[config.mk]
export PLATFORM = sky130hd
export DESIGN_NAME = muldiv_unit_flat
export DESIGN_NICKNAME = d
export VERILOG_FILES = /design/src/rtl/muldiv_pkg.sv /design/src/rtl/muldiv_if.sv /design/src/rtl/muldiv_iter.sv /design/src/rtl/muldiv_unit.sv /design/src/flat_wrapper.sv
export SDC_FILE = /design/constraint.sdc
export NUM_CORES = 1
export LEC_CHECK = 0
export ABC_AREA = 1
export BUFFER_PORTS_ARGS = -buffer_cell sky130_fd_sc_hd__buf_4
export CAP_MARGIN = 10
export CELL_PAD_IN_SITES_DETAIL_PLACEMENT = 1
export CELL_PAD_IN_SITES_GLOBAL_PLACEMENT = 1
export CORE_MARGIN = 2
export CORE_UTILIZATION = 44
export CTS_CLUSTER_DIAMETER = 200
export CTS_CLUSTER_SIZE = 10
export DETAILED_ROUTE_END_ITERATION = 16
export GPL_TIMING_DRIVEN = 0
export HOLD_SLACK_MARGIN = 0.08
export PLACE_DENSITY_LB_ADDON = 0.1
export SLEW_MARGIN = 0
export SYNTH_ARGS = -nofsm -noshare
export SYNTH_HDL_FRONTEND = slang
export SYNTH_HIERARCHICAL = 1
export SYNTH_SLANG_ARGS = --single-unit
[constraint.sdc]
create_clock -name clk -period 4.28 [get_ports clk]
set_input_delay 0.856 -clock clk [delete_from_list [all_inputs] [get_ports clk]]
set_output_delay 0.856 -clock clk [all_outputs]
set_load 0.05 [all_outputs]
[src/rtl/muldiv_pkg.sv]
// rtl/muldiv_pkg.sv - shared constants and FSM encoding for the RV32M multiply/divide unit
package muldiv_pkg;

    localparam int XLEN  = 32;
    localparam int CNT_W = 5;

    localparam logic [2:0] F3_MUL    = 3'b000;
    localparam logic [2:0] F3_MULH   = 3'b001;
    localparam logic [2:0] F3_MULHSU = 3'b010;
    localparam logic [2:0] F3_MULHU  = 3'b011;
    localparam logic [2:0] F3_DIV    = 3'b100;
    localparam logic [2:0] F3_DIVU   = 3'b101;
    localparam logic [2:0] F3_REM    = 3'b110;
    localparam logic [2:0] F3_REMU   = 3'b111;

    typedef enum logic [1:0] {
        S_IDLE = 2'd0,
        S_CALC = 2'd1,
        S_DONE = 2'd2
    } state_t;

endpackage

[src/rtl/muldiv_if.sv]
// rtl/muldiv_if.sv - request/result bundle between register file and multiply/divide unit
interface muldiv_if;
    import muldiv_pkg::*;

    logic            start;
    logic            flush;
    logic [2:0]      funct3;
    logic [XLEN-1:0] op_a;
    logic [XLEN-1:0] op_b;
    logic [4:0]      rd_in;
    logic            busy;
    logic            done;
    logic [XLEN-1:0] result;
    logic [4:0]      rd_out;

    modport master (
        output start, flush, funct3, op_a, op_b, rd_in,
        input  busy, done, result, rd_out
    );

    modport slave (
        input  start, flush, funct3, op_a, op_b, rd_in,
        output busy, done, result, rd_out
    );

endinterface

[src/rtl/muldiv_iter.sv]
// rtl/muldiv_iter.sv - one shift-add (multiply) or restoring-subtract (divide) step per enable
module muldiv_iter
    import muldiv_pkg::*;
(
    input  logic              clk,
    input  logic              rst_n,
    input  logic              load_i,
    input  logic              en_i,
    input  logic              is_div_i,
    input  logic [XLEN-1:0]   mag_a_i,
    input  logic [XLEN-1:0]   mag_b_i,
    output logic [2*XLEN-1:0] next_o
);

    logic [2*XLEN-1:0] acc_q;
    logic [XLEN-1:0]   m_q;
    logic              is_div_q;

    logic [XLEN-1:0]   hi;
    logic [XLEN-1:0]   lo;
    logic [XLEN:0]     sum;
    logic [XLEN:0]     shifted;
    logic [XLEN-1:0]   diff;
    logic              ge;
    logic [2*XLEN-1:0] mul_next;
    logic [2*XLEN-1:0] div_next;

    assign hi = acc_q[2*XLEN-1:XLEN];
    assign lo = acc_q[XLEN-1:0];

    // Multiply: {hi, lo} holds partial product over the not-yet-consumed multiplier bits.
    assign sum      = {1'b0, hi} + (lo[0] ? {1'b0, m_q} : '0);
    assign mul_next = {sum, lo[XLEN-1:1]};

    // Divide: {hi, lo} holds remainder over dividend bits shifting into the quotient.
    // When ge is set the true difference is below m_q, so its low XLEN bits are exact.
    assign shifted  = {hi, lo[XLEN-1]};
    assign ge       = (shifted >= {1'b0, m_q});
    assign diff     = shifted[XLEN-1:0] - m_q;
    assign div_next = ge ? {diff, lo[XLEN-2:0], 1'b1}
                         : {shifted[XLEN-1:0], lo[XLEN-2:0], 1'b0};

    assign next_o = is_div_q ? div_next : mul_next;

    always_ff @(posedge clk or negedge rst_n) begin
        if (!rst_n) begin
            acc_q    <= '0;
            m_q      <= '0;
            is_div_q <= 1'b0;
        end else if (load_i) begin
            acc_q    <= is_div_i ? {{XLEN{1'b0}}, mag_a_i} : {{XLEN{1'b0}}, mag_b_i};
            m_q      <= is_div_i ? mag_b_i : mag_a_i;
            is_div_q <= is_div_i;
        end else if (en_i) begin
            acc_q    <= next_o;
        end
    end

endmodule

[src/rtl/muldiv_unit.sv]
// rtl/muldiv_unit.sv - iterative RV32M multiply/divide unit with early-out special cases
module muldiv_unit
    import muldiv_pkg::*;
(
    input  logic     clk,
    input  logic     rst_n,
    muldiv_if.slave  bus
);

    localparam logic [CNT_W-1:0] CNT_LAST = CNT_W'(XLEN - 1);
    localparam logic [XLEN-1:0]  MIN_NEG  = {1'b1, {(XLEN-1){1'b0}}};

    state_t            state_q, state_d;
    logic [CNT_W-1:0]  cnt_q, cnt_d;
    logic [2:0]        f3_q, f3_d;
    logic [4:0]        rd_q, rd_d;
    logic [4:0]        rd_out_q, rd_out_d;
    logic              neg_q, neg_d;
    logic              neg_rem_q, neg_rem_d;
    logic [XLEN-1:0]   result_q, result_d;

    logic              load;
    logic              step_en;
    logic              is_div_in;
    logic              a_signed, b_signed, sa, sb;
    logic              div_zero, sgn_ovf;
    logic [XLEN-1:0]   mag_a, mag_b;
    logic [XLEN-1:0]   special_res, calc_res;
    logic [XLEN-1:0]   quo, rem;
    logic [2*XLEN-1:0] acc_next, prod;

    assign is_div_in = bus.funct3[2];
    assign a_signed  = bus.funct3 inside {F3_MULH, F3_MULHSU, F3_DIV, F3_REM};
    assign b_signed  = bus.funct3 inside {F3_MULH, F3_DIV, F3_REM};
    assign sa        = a_signed & bus.op_a[XLEN-1];
    assign sb        = b_signed & bus.op_b[XLEN-1];
    assign mag_a     = sa ? -bus.op_a : bus.op_a;
    assign mag_b     = sb ? -bus.op_b : bus.op_b;

    assign div_zero  = is_div_in && (bus.op_b == '0);
    assign sgn_ovf   = (bus.funct3 == F3_DIV || bus.funct3 == F3_REM)
                       && (bus.op_a == MIN_NEG) && (bus.op_b == '1);
    // funct3[1] separates the remainder ops from the quotient ops.
    assign special_res = div_zero ? (bus.funct3[1] ? bus.op_a : '1)
                                  : (bus.funct3[1] ? '0 : MIN_NEG);

    muldiv_iter u_iter (
        .clk      (clk),
        .rst_n    (rst_n),
        .load_i   (load),
        .en_i     (step_en),
        .is_div_i (is_div_in),
        .mag_a_i  (mag_a),
        .mag_b_i  (mag_b),
        .next_o   (acc_next)
    );

    // Result is taken from the step's next value so the write-back lands on the final step.
    assign prod = neg_q ? -acc_next : acc_next;
    assign quo  = acc_next[XLEN-1:0];
    assign rem  = acc_next[2*XLEN-1:XLEN];

    always_comb begin
        calc_res = '0;
        case (f3_q)
            F3_MUL:                       calc_res = prod[XLEN-1:0];
            F3_MULH, F3_MULHSU, F3_MULHU: calc_res = prod[2*XLEN-1:XLEN];
            F3_DIV, F3_DIVU:              calc_res = neg_q ? -quo : quo;
            default:                      calc_res = neg_rem_q ? -rem : rem;
        endcase
    end

    always_comb begin
        state_d   = state_q;
        cnt_d     = cnt_q;
        f3_d      = f3_q;
        rd_d      = rd_q;
        neg_d     = neg_q;
        neg_rem_d = neg_rem_q;
        result_d  = result_q;
        rd_out_d  = rd_out_q;
        load      = 1'b0;
        step_en   = 1'b0;
        case (state_q)
            S_IDLE: begin
                if (bus.start && !bus.flush) begin
                    f3_d      = bus.funct3;
                    rd_d      = bus.rd_in;
                    neg_d     = sa ^ sb;
                    neg_rem_d = sa;
                    if (div_zero || sgn_ovf) begin
                        state_d  = S_DONE;
                        result_d = special_res;
                        rd_out_d = bus.rd_in;
                    end else begin
                        state_d = S_CALC;
                        cnt_d   = CNT_LAST;
                        load    = 1'b1;
                    end
                end
            end
            S_CALC: begin
                if (bus.flush) begin
                    state_d = S_IDLE;
                end else begin
                    step_en = 1'b1;
                    if (cnt_q == '0) begin
                        state_d  = S_DONE;
                        result_d = calc_res;
                        rd_out_d = rd_q;
                    end else begin
                        cnt_d = cnt_q - CNT_W'(1);
                    end
                end
            end
            S_DONE:  state_d = S_IDLE;
            default: state_d = S_IDLE;
        endcase
    end

    always_ff @(posedge clk or negedge rst_n) begin
        if (!rst_n) begin
            state_q   <= S_IDLE;
            cnt_q     <= '0;
            f3_q      <= '0;
            rd_q      <= '0;
            neg_q     <= 1'b0;
            neg_rem_q <= 1'b0;
            result_q  <= '0;
            rd_out_q  <= '0;
        end else begin
            state_q   <= state_d;
            cnt_q     <= cnt_d;
            f3_q      <= f3_d;
            rd_q      <= rd_d;
            neg_q     <= neg_d;
            neg_rem_q <= neg_rem_d;
            result_q  <= result_d;
            rd_out_q  <= rd_out_d;
        end
    end

    assign bus.busy   = (state_q == S_CALC);
    assign bus.done   = (state_q == S_DONE);
    assign bus.result = result_q;
    assign bus.rd_out = rd_out_q;

endmodule
[src/flat_wrapper.sv]
// flat-port wrapper written by rule: the top's interface ports become plain ports
module muldiv_unit_flat import muldiv_pkg::*;
  (clk, rst_n, bus_start, bus_flush, bus_funct3, bus_op_a, bus_op_b, bus_rd_in, bus_busy, bus_done, bus_result, bus_rd_out);
  muldiv_if bus_i ();
  input  logic clk;
  input  logic rst_n;
  input wire logic [$bits(bus_i.start)-1:0] bus_start;
  input wire logic [$bits(bus_i.flush)-1:0] bus_flush;
  input wire logic [$bits(bus_i.funct3)-1:0] bus_funct3;
  input wire logic [$bits(bus_i.op_a)-1:0] bus_op_a;
  input wire logic [$bits(bus_i.op_b)-1:0] bus_op_b;
  input wire logic [$bits(bus_i.rd_in)-1:0] bus_rd_in;
  output wire logic [$bits(bus_i.busy)-1:0] bus_busy;
  output wire logic [$bits(bus_i.done)-1:0] bus_done;
  output wire logic [$bits(bus_i.result)-1:0] bus_result;
  output wire logic [$bits(bus_i.rd_out)-1:0] bus_rd_out;
  assign bus_i.start = bus_start;
  assign bus_i.flush = bus_flush;
  assign bus_i.funct3 = bus_funct3;
  assign bus_i.op_a = bus_op_a;
  assign bus_i.op_b = bus_op_b;
  assign bus_i.rd_in = bus_rd_in;
  assign bus_busy = bus_i.busy;
  assign bus_done = bus_i.done;
  assign bus_result = bus_i.result;
  assign bus_rd_out = bus_i.rd_out;
  muldiv_unit u_core (.clk(clk), .rst_n(rst_n), .bus(bus_i));
endmodule
==> results by stage <==
Power:
- The static leakage is 11.0 nW.
- Registers are responsible for 12.9% of the overall power.
- The power share of the clock group is under 10%.
- For this design the ratio of total power to cell area is 1010 nW/um^2.
- The worst vdd rail ir drop is 0.000467 V.
- The switching part of the total is 63.2%.
- The share of total power in combinational logic is 79.9%.
- Internal power comes to 8.08 mW.
- For this design the total switching power over the nets is roughly 14 mW.

Clock network:
- For the worst-skew pair, the clock arrives at the later sink with an insertion delay of 0.49 ns.
- The root cell of the clock tree is clkbuf_16.
- The clock slew seen by the registers of the worst setup and hold paths is 0.08 ns.
- The worst-case clock buffer depth is 2.
- The clock tree synthesis step divided the H-tree into 4 levels.
- The TritonCTS buffer count is 17.
- The total number of clock tree sinks is between 150 and 200.
- The CTS tree is built.

Drt:
- The overall routed net length is about 100 mm.
- The total iterations of the first detailed-routing run is 9.
- The first routing iteration left 2894 violations.
- In the final routed layout, each cell accounts on average for 25.7 um.
- The number of remaining DRC errors is 0.
- The number of vias per cell is between 6 and 7.
- The routed layout has between 20000 and 25000 vias.
- The residual antenna-violating net count after detailed routing is 0.

Logic synthesis:
- The share of synthesized area occupied by flip-flops and latches is 20.4%.
- Summed over its instances, the top area cell type makes up 20.7% of the synthesized netlist area.
- The number of nets in the synthesized netlist is about 3400.
- Yosys printed 6 warnings.
- The number of enable-type register cells in the synthesized netlist is 0.
- For this run, asynchronously set or reset flops after synthesis account for 100%.
- After synthesis the cells add up to 18500 sq um.
- The post-synthesis average cell area is ~5.7 sq um.
- Ranked by instance count, the synthesized netlist is headed by nand2_1, nor2_1, inv_1.
- Counting every instance in the synthesized netlist gives 3230.
- For this run, the leading register cell type out of synthesis is dfrtp_1.
- The share of synthesized area spent on multiplexers is 0%.
- In this run, synthesis produced a sequential element count of 151.
- The combinational family with the most area after synthesis is simple AND/OR/NAND/NOR gates.
- By area the synthesized netlist is led by nand2_1, dfrtp_1, nor2_1.
- The cell accounting for the most synthesized area is nand2_1.
- The synthesized netlist devotes about 5% of its cell area to adder and majority cells.
- The area fraction in and, or, nand and nor cells after synthesis is a little under half.
- The library cell with the highest instance count after synthesis is nand2_1.
- The unique cell type count in the Yosys netlist is 56.
- The synthesized-area fraction occupied by ao, oa, aoi and oai cells is 13.2%.
- After Yosys synthesis, XOR and XNOR cells account for 4.79% of the synthesized area.

GRT:
- The met3 usage in global routing is 11.2%.
- In the global route stage, met1 resource usage came out at 56.1%.
- The initial antenna violation count is 3.
- The number of global-route vias before repair came to 24100.
- The wire length of the first global-routing pass is 146 mm.
- The global routing stage identified its most utilized layer as met2.
- The largest net degree at the start of global routing is slightly above 80.
- For this run, global-route usage on met2 was measured as 70.1%.
- Global routing used 44.7% of the available tracks.
- The final global-route overflow total is 0.

STA:
- Setup violations remaining at the end of the flow were counted as 2.
- Between clock sinks in the finished design, the worst skew comes to 0.0173 ns.
- At the pin with the least slew margin, the transition time is 1.49 ns.
- The final clock period utilization by the worst path is 103%.
- The final worst slack is -0.114 ns.
- Setup repair after global routing could not meet its margin everywhere.
- For this run, the top clock speed supported by timing is about 230 MHz.
- The relative slew slack is -0.105%.
- The smallest clock period supported by the final layout is computed as about 4.4 ns.
- The final max-slew violation count was 1.
- The hold violation count in the final report is 0.

Placement:
- In this run the cell area measured after placement is 20100 sq um.
- After detailed placement, the design holds a cell count of about 4000.
- The number of buffer cells added on primary ports is approximately 110.
- The placed wire-length estimate is 81.1 mm.
- The final weighted congestion in routability-driven placement is 1.12.

Floorplanning:
- The initial utilization of the core area, before any placement, comes to 44.3%.
- The width of the chip is 209 um.
- In this run the count of I/O pins placed on the die edge is 115.
- Row generation in the floorplan step produced 75 rows.
- The region available for standard cell placement spans 41700 sq um.
- The vertical die dimension is 209 um.
- The area enclosed by the die boundary is 43600 sq um.

Layout:
- 0 antenna diodes ended up in the layout.
- The number of nets in the layout is 3530.
- The number of inserted filler cells in the final layout is between 5000 and 6000.
- Registers take between 3000 and 4000 sq um.
- The layout overhead on the synthesized area is 17.9%.
- The summed area of non-filler cells in the final layout is 21800 sq um.
- The post-route netlist has 15.3% of its cells at a drive strength greater than 1.
- The footprint of the multi-input gates is 13600 sq um.
- For this run, the number of standard cells in the final layout without fillers is 3933.

Setup path:
- The data arrival at the endpoint of the critical path is 4.73 ns.
- The nature of the critical path endpoint is a register.
- The worst setup path is launched from a register.
- Data on the critical path is required at its endpoint by 4.61 ns.
- The critical path in this run is classified as reg2reg.
- The maximum fanout along the worst path is 10.

Run:
- The number of max-cap violations is 1.

Status:
- The flow ran to the end, but the final reports show violations.
- The checks that failed: capacitance limit, slew limit, setup timing.

Min path:
- The type of the tightest min-delay check is in2async.
-- layout make-up --
type	instances	share of cell area (%)
multi-input combinational	2552	62.6
sequential	151	17.4
inverter	428	7.43
timing repair buffer	133	4.71
tap	539	3.10
buffer	98	2.20
clock buffer	19	1.99
clock inverter	13	0.643
-- timing repair --
action                                  CTS  global route
hold buffers                              0             0
pin swaps                                 1            28
resized for setup                        71           255
endpoints found under the setup margin   43            64
buffers inserted                          1            16
-- cell usage in the layout, fill, tap and decap left out, types with 31 or more instances in the layout --
cell and n:
nand2_1 989, inv_1 382, nor2_1 362, nand3_1 291, o21ai_0 175, dfrtp_1 147
a21oi_1 136, buf_4 133, xor2_1 66, nor2_2 59, clkbuf_1 57, nand4_1 53
inv_2 41, xnor2_1 35, nand2_2 35, ha_1 31
-- stage by stage --
stage | util [%] | total power [mW] | setup TNS, ns | setup WS (ns) | hold slack [ns]
floorplan | - | 12.1 | 0 | 0.630 | 0.450
global placement | 48.0 | 17.1 | -27.50 | -0.791 | 0.467
detailed placement | 48.1 | 17.6 | -41.93 | -1.03 | 0.479
CTS | 50.0 | 19.6 | -0.0463 | -0.0256 | 0.348
global route | 52.3 | 23.1 | -1.28 | -0.195 | 0.361
finish | 52.3 | 21.9 | -0.130 | -0.114 | 0.328
-- registers in the layout (all words and copies together) (netlist names) --
name / flops
u_core/bus.result: 32
u_core/rd_q: 5
u_core/bus.rd_out: 5
u_core/f3_q: 3
u_core/neg_rem_q: 1
u_core/u_iter/acc_q: 64
u_core/u_iter/m_q: 32
u_core/state_q: 2
u_core/neg_q: 1
u_core/cnt_q: 5
u_core/u_iter/is_div_q: 1
-- per-layer routing --
layer / vias to the layer above / wire length (um)
li1: 10700 / -
met1: 11800 / 39300
met2: 1489 / 43600
met3: 422 / 10700
met4: 4 / 7530
met5: - / 29
-- kinds of logic (layout without fill, tap and decap cells) --
family / after synthesis / after routing
AND/OR/NAND/NOR: 1944 / 1944
buffers and inverters: 527 / 691
AO/OA/AOI/OAI: 434 / 434
flip-flops: 151 / 151
XOR/XNOR: 101 / 101
adder cells (fa/ha/maj): 73 / 73
-- power by group through the flow --
stage	Sequential (mW)	Combinational [mW]	Clock, mW
final	2.82	17.5	1.59
after global routing	2.86	18.5	1.65
after CTS	2.70	15.3	1.58
after global placement	2.65	14.5	0
after detailed placement	2.69	14.9	0
after floorplan	3.07	9.05	0
-- critical path, cell delays in order (launching register included) --
cell and delay [ns]:
dfrtp_1 0.43, nor2_1 0.27, clkbuf_1 0.81, nand4_1 0.20, nand2_1 0.13, inv_1 0.04, nand2_1 0.11, inv_2 0.10
nand2_1 0.12, inv_1 0.15, nor2_1 0.28, buf_2 0.42, clkinvlp_4 0.32, buf_1 0.34, o211ai_1 0.51
-- worst paths after layout --
path	startpoint	to	slack (ns)	cells after the start
setup / recovery	u_core/state_q[1]$_DFFE_PN0P_	u_core/u_iter/acc_q[31]$_DFFE_PN0P_	-0.11	14
hold / removal	rst_n	u_core/u_iter/acc_q[63]$_DFFE_PN0P_	0.33	1
setup reg to reg	u_core/state_q[1]$_DFFE_PN0P_	u_core/u_iter/acc_q[31]$_DFFE_PN0P_	-0.11	14
hold reg to reg	u_core/bus.result[22]$_DFFE_PN0P_	u_core/bus.result[22]$_DFFE_PN0P_	0.50	2
max in group asynchronous	rst_n	u_core/bus.result[5]$_DFFE_PN0P_	3.07	2
min in group clk	u_core/bus.result[22]$_DFFE_PN0P_	u_core/bus.result[22]$_DFFE_PN0P_	0.50	2
Power figures use the tool's default switching activity.
